==> src/rtl/fp_mul_share_ctrl.sv <==
`default_nettype none
// ============================================================================
// Module   : fp_mul_share_ctrl
// Purpose  : Shares one combinational, truncating FP32 multiplier among NREQ
//            requesters. Round-robin grant, operand/result pipeline registers,
//            tagged results and a single global backpressure signal.
// Revision : 1.0 - initial release
// ----------------------------------------------------------------------------
// Ports
//   clk          clock, rising edge
//   rst_n        asynchronous active-low reset
//   req_valid_i  [NREQ]      requester i has an operand pair
//   req_a_i      [NREQ*32]   operand A of requester i at [32*i+31:32*i]
//   req_b_i      [NREQ*32]   operand B of requester i
//   req_ready_o  [NREQ]      one-hot accept strobe
//   rsp_valid_o              result available
//   rsp_data_o   [32]        FP32 product
//   rsp_id_o     [ID_W]      index of the requester that issued it
//   rsp_ready_i              consumer takes the result
//   busy_o                   any pipeline stage valid
//   inflight_o   [3]         number of valid stages (0..LAT)
// ============================================================================
module fp_mul_share_ctrl #(
  parameter int NREQ = 4,
  parameter int ID_W = 2,
  parameter int LAT  = 2
) (
  input  logic                 clk,
  input  logic                 rst_n,
  input  logic [NREQ-1:0]      req_valid_i,
  input  logic [NREQ*32-1:0]   req_a_i,
  input  logic [NREQ*32-1:0]   req_b_i,
  output logic [NREQ-1:0]      req_ready_o,
  output logic                 rsp_valid_o,
  output logic [31:0]          rsp_data_o,
  output logic [ID_W-1:0]      rsp_id_o,
  input  logic                 rsp_ready_i,
  output logic                 busy_o,
  output logic [2:0]           inflight_o
);

  // (p + k) mod NREQ for 1 <= k <= NREQ
  function automatic logic [ID_W-1:0] wrap_inc(input logic [ID_W-1:0] p, input int k);
    int s;
    s = int'(p) + k;
    if (s >= NREQ) s = s - NREQ;
    return ID_W'(s);
  endfunction

  // Truncating FP32 multiply: no rounding, no special-value handling.
  function automatic logic [31:0] fp_mul(input logic [31:0] a, input logic [31:0] b);
    logic [47:0] m;
    logic [24:0] mt;
    logic [7:0]  e;
    m  = {24'd0, 1'b1, a[22:0]} * {24'd0, 1'b1, b[22:0]};
    mt = 25'(m >> 23);
    e  = a[30:23] + b[30:23] - 8'd127;
    if (mt[24]) fp_mul = {a[31] ^ b[31], e + 8'd1, mt[23:1]};
    else        fp_mul = {a[31] ^ b[31], e, mt[22:0]};
  endfunction

  logic [ID_W-1:0] ptr_q, ptr_d;
  logic [LAT-1:0]  vld_q, vld_d;
  logic [ID_W-1:0] id_q [LAT];
  logic [31:0]     a_q, b_q;
  logic            zf_q;

  logic            adv;
  logic            accept;
  logic            gnt_vld;
  logic [ID_W-1:0] gnt_idx;
  logic [31:0]     sel_a, sel_b;
  logic [31:0]     prod;
  logic [2:0]      cnt;

  assign rsp_valid_o = vld_q[LAT-1];
  assign rsp_id_o    = id_q[LAT-1];
  assign adv         = !rsp_valid_o || rsp_ready_i;
  assign accept      = gnt_vld && adv;

  // Round-robin search starting just after the last accepted requester.
  always_comb begin
    gnt_vld = 1'b0;
    gnt_idx = ptr_q;
    for (int k = 1; k <= NREQ; k++) begin
      if (!gnt_vld && req_valid_i[wrap_inc(ptr_q, k)]) begin
        gnt_vld = 1'b1;
        gnt_idx = wrap_inc(ptr_q, k);
      end
    end
  end

  // Ready is forced low while reset is asserted so nothing appears accepted.
  always_comb begin
    req_ready_o = '0;
    for (int i = 0; i < NREQ; i++) begin
      req_ready_o[i] = rst_n && accept && (gnt_idx == ID_W'(i));
    end
  end

  assign sel_a = req_a_i[{gnt_idx, 5'd0} +: 32];
  assign sel_b = req_b_i[{gnt_idx, 5'd0} +: 32];

  always_comb begin
    ptr_d    = accept ? gnt_idx : ptr_q;
    vld_d    = vld_q;
    if (adv) begin
      vld_d[0] = accept;
      for (int k = 1; k < LAT; k++) vld_d[k] = vld_q[k-1];
    end
  end

  // Stage 1 plus the id shift chain. zf_q resets to 1 so that the product
  // seen from the reset operands is +0.
  always_ff @(posedge clk or negedge rst_n) begin
    if (!rst_n) begin
      ptr_q <= ID_W'(NREQ - 1);
      vld_q <= '0;
      a_q   <= '0;
      b_q   <= '0;
      zf_q  <= 1'b1;
      for (int k = 0; k < LAT; k++) id_q[k] <= '0;
    end else begin
      ptr_q <= ptr_d;
      vld_q <= vld_d;
      if (adv) begin
        id_q[0] <= gnt_idx;
        for (int k = LAT - 1; k >= 1; k--) id_q[k] <= id_q[k-1];
      end
      if (accept) begin
        a_q  <= sel_a;
        b_q  <= sel_b;
        zf_q <= (sel_a[30:23] == 8'd0) || (sel_b[30:23] == 8'd0);
      end
    end
  end

  // Zero/denormal operands bypass the multiplier with a signed zero.
  assign prod = zf_q ? {a_q[31] ^ b_q[31], 31'd0} : fp_mul(a_q, b_q);

  generate
    if (LAT == 1) begin : g_lat1
      assign rsp_data_o = prod;
    end else begin : g_latn
      logic [31:0] prod_q [LAT-1];
      always_ff @(posedge clk or negedge rst_n) begin
        if (!rst_n) begin
          for (int k = 0; k < LAT - 1; k++) prod_q[k] <= '0;
        end else if (adv) begin
          prod_q[0] <= prod;
          for (int k = 1; k < LAT - 1; k++) prod_q[k] <= prod_q[k-1];
        end
      end
      assign rsp_data_o = prod_q[LAT-2];
    end
  endgenerate

  always_comb begin
    cnt = 3'd0;
    for (int k = 0; k < LAT; k++) cnt = cnt + 3'(vld_q[k]);
  end

  assign inflight_o = cnt;
  assign busy_o     = |vld_q;

endmodule
`default_nettype wire

==> config.mk <==
export PLATFORM = sky130hd
export DESIGN_NAME = fp_mul_share_ctrl
export DESIGN_NICKNAME = d
export VERILOG_FILES = /design/src/rtl/fp_mul_share_ctrl.sv
export SDC_FILE = /design/constraint.sdc
export NUM_CORES = 2
export LEC_CHECK = 0
export CAP_MARGIN = 20
export CORE_MARGIN = 5
export CORE_UTILIZATION = 39
export CTS_CLUSTER_SIZE = 28
export DETAILED_ROUTE_END_ITERATION = 8
export HOLD_SLACK_MARGIN = 0.1
export PLACE_DENSITY_LB_ADDON = 0.2
export SLEW_MARGIN = 20
export SYNTH_ARGS = -nofsm -noshare
export SYNTH_HDL_FRONTEND = slang
export SYNTH_SLANG_ARGS = --single-unit
==> constraint.sdc <==
create_clock -name clk -period 6.5 [get_ports clk]
set_clock_uncertainty 0.2 [all_clocks]
set_input_delay 0.975 -clock clk [delete_from_list [all_inputs] [get_ports clk]]
set_output_delay 0.975 -clock clk [all_outputs]
set_load 0.02 [all_outputs]
==> results.cfg <==
[synth]
synthDistinctLibCells = 71
syn-num-nets = 3929
ys_seq_elements = 105
syn_area_um2 = 24800
syn-instance-count = 2999
synth-seq-area-share_pct = 10.6
ys_warn_count = 0
synth_flop_cell = dfrtp_1
syn_avg_cell_area_um2 = 8.29
synth_edf_count = 0
postSynth.asyncResetShare_pct = 100

[clocking]
clkTransAtPathRegs_ns = 0.08
tritoncts = built
root_buffer = clkbuf_16
cts_sinks = 105
clockBufferDepth = 2
clkLatencyLatePin_ns = 0.39
hold_buffers = 0
cts-buffers-inserted = 9
htreeDepth = 3

[detailed_routing]
drt-vias-per-instance = 4.95
wl_mm = 81.0
drtAntennaViolNets = 0
firstDrtPassIters = 7
wl_per_cell_um = 18.8
drt_iter0_markers = 1067
drcViolationCount = 0
vias = 21325

[sta]
hold_viol = 0
final.min_clock_period_ns = 7.14
fin_hold_ws_ns = 0.294
setup_viol = 31
tns_ns = -17.16
setup_ws_ns = -0.636
rsz0062_at_grt = true
tightest_slew_ns = 0.969
min_period_over_period_pct = 110
maxSlewHeadroom_pct = 35.4
slew_viol_final = 0
fmax_mhz = 140

[place]
port_buffers = 304
place_ws_ns = -1.01
gp_congestion = 0.946
dp_hpwl_mm = 67.9

[worst_setup_path]
crit_type = reg2reg
required_ns = 6.58
worstPathArrival_ns = 7.22
end_kind = register
start_kind = register
path_max_fanout = 8

[die]
start_util_pct = 39.4
core_area_um2 = 63100
rows = 92
die_w_um = 262
pin_count = 306
die_h_um = 262
die_area_um2 = 68900

[global_route]
grt_first_pass_wirelength_mm = 125
grt_usage_pct = 22.9
antenna_found_initial = 9
grt_overflow = 0
grt_start_max_net_pins = 85
grt_pass1_vias = 22770

[worst_hold_path]
hp-class = reg2reg

[final_layout]
multi_input_area_um2 = 20000
drive_above_1_share_pct = 14.2
regArea_um2 = 2670
fin_nets = 4382
layout_common_cells = nand2_1 (677), inv_1 (593), fa_1 (462), clkdlybuf4s50_1 (303), buf_4 (256)
fillCellCount = 6025
final_common_cell = nand2_1
final_util_pct = 50.8
area_growth_syn_to_layout_pct = 29.0

[status]
status = finished, violations left
violations = setup timing

[job]
cap_violations = 0
-- state kept, by name, indices dropped and copies added (netlist names) --
register,count
a_q,32
b_q,32
rsp_data_o,32
id_q,2
ptr_q,2
rsp_id_o,2
vld_q,2
zf_q,1
-- critical path, cell delays in order, from the launching register on --
cell and delay, ns:
dfrtp_2 0.51, buf_6 0.17, and2_1 0.15, fa_1 0.48, inv_1 0.05, fa_1 0.48
inv_1 0.05, fa_1 0.50, fa_2 0.48, fa_1 0.52, fa_1 0.50, inv_1 0.05
fa_1 0.48, inv_1 0.06, ha_4 0.22, and2_1 0.17, a221oi_2 0.30, o21ai_2 0.12
and3_4 0.17, a41oi_4 0.31, a21oi_4 0.12, xnor2_4 0.19, buf_12 0.19, nor4b_4 0.22
xnor2_1 0.11, a22o_1 0.20
-- Yosys cell counts (all sizes together) (27+ instances only) --
master,instances,area share (%)
inv,605,9.1
a21oi,42,0.86
dfrtp,102,10
fa,482,39
xnor2,27,0.98
clkbuf,151,2.3
ha,185,9.3
nand2,685,10
nor2,59,0.89
and2,242,6.1
nand3,74,1.5
o21ai,156,3.1
-- per-stage QoR --
stage               area (um2)  std cells
finish                   32100       4307
CTS                      31600       4282
floorplan                25400       2999
global placement         30600       4228
detailed placement       30600       4228
global route             32100       4304
-- area by class of cell --
cell class	count	share of cell area, %
Inverter	608	7.16
Tap cell	846	3.30
Multi-Input combinational cell	2123	62.4
Timing Repair Buffer	605	17.8
Sequential cell	105	8.32
Clock inverter	5	0.207
Antenna cell	4	0.0312
Clock buffer	11	0.788
-- what timing repair did --
| action | CTS | global route |
|---|---|---|
| pin swaps | 61 | 28 |
| setup buffers | 38 | 19 |
| setup endpoints to repair | 31 | 31 |
| resized for setup | 113 | 32 |
| cloned | 0 | 2 |
-- per-layer routing --
layer | global-route usage (%) | up-vias | share of wire, %
li1 | - | 9870 | -
met1 | 27.4 | 10642 | 38
met2 | 41.7 | 647 | 52
met3 | 3.98 | 154 | 5.5
met4 | 7.67 | 12 | 3.8
met5 | 0 | - | 0.085
-- final timing paths --
kind / from / end / slack [ns] / cells past startpoint
worst max-delay path: a_q[13]$_DFFE_PN0P_ / rsp_data_o[29]$_DFFE_PN0N_ / -0.64 / 25
worst min register to register: rsp_data_o[4]$_DFFE_PN0N_ / rsp_data_o[4]$_DFFE_PN0N_ / 0.29 / 2
max in group asynchronous: rst_n / a_q[20]$_DFFE_PN0P_ / 4.19 / 2
min in group asynchronous: rst_n / rsp_data_o[26]$_DFFE_PN0N_ / 0.41 / 1
worst min-delay path: rsp_data_o[4]$_DFFE_PN0N_ / rsp_data_o[4]$_DFFE_PN0N_ / 0.29 / 2
worst max register to register: a_q[13]$_DFFE_PN0P_ / rsp_data_o[29]$_DFFE_PN0N_ / -0.64 / 25
-- cell families after synthesis --
logic type	after synthesis	share of synthesized area, %
buffers and inverters	771	11.7
AOI/OAI and AO/OA	289	7.28
other	1	0.0151
adders and majority gates	667	48.1
muxes	15	0.604
DFF	105	10.6
xor gates and xnor gates	41	1.48
and+or+nand+nor	1110	20.1
Power is left out: the tool's default activity adds up to more than one toggle a clock period on the data nets, which glitch-free logic cannot reach.
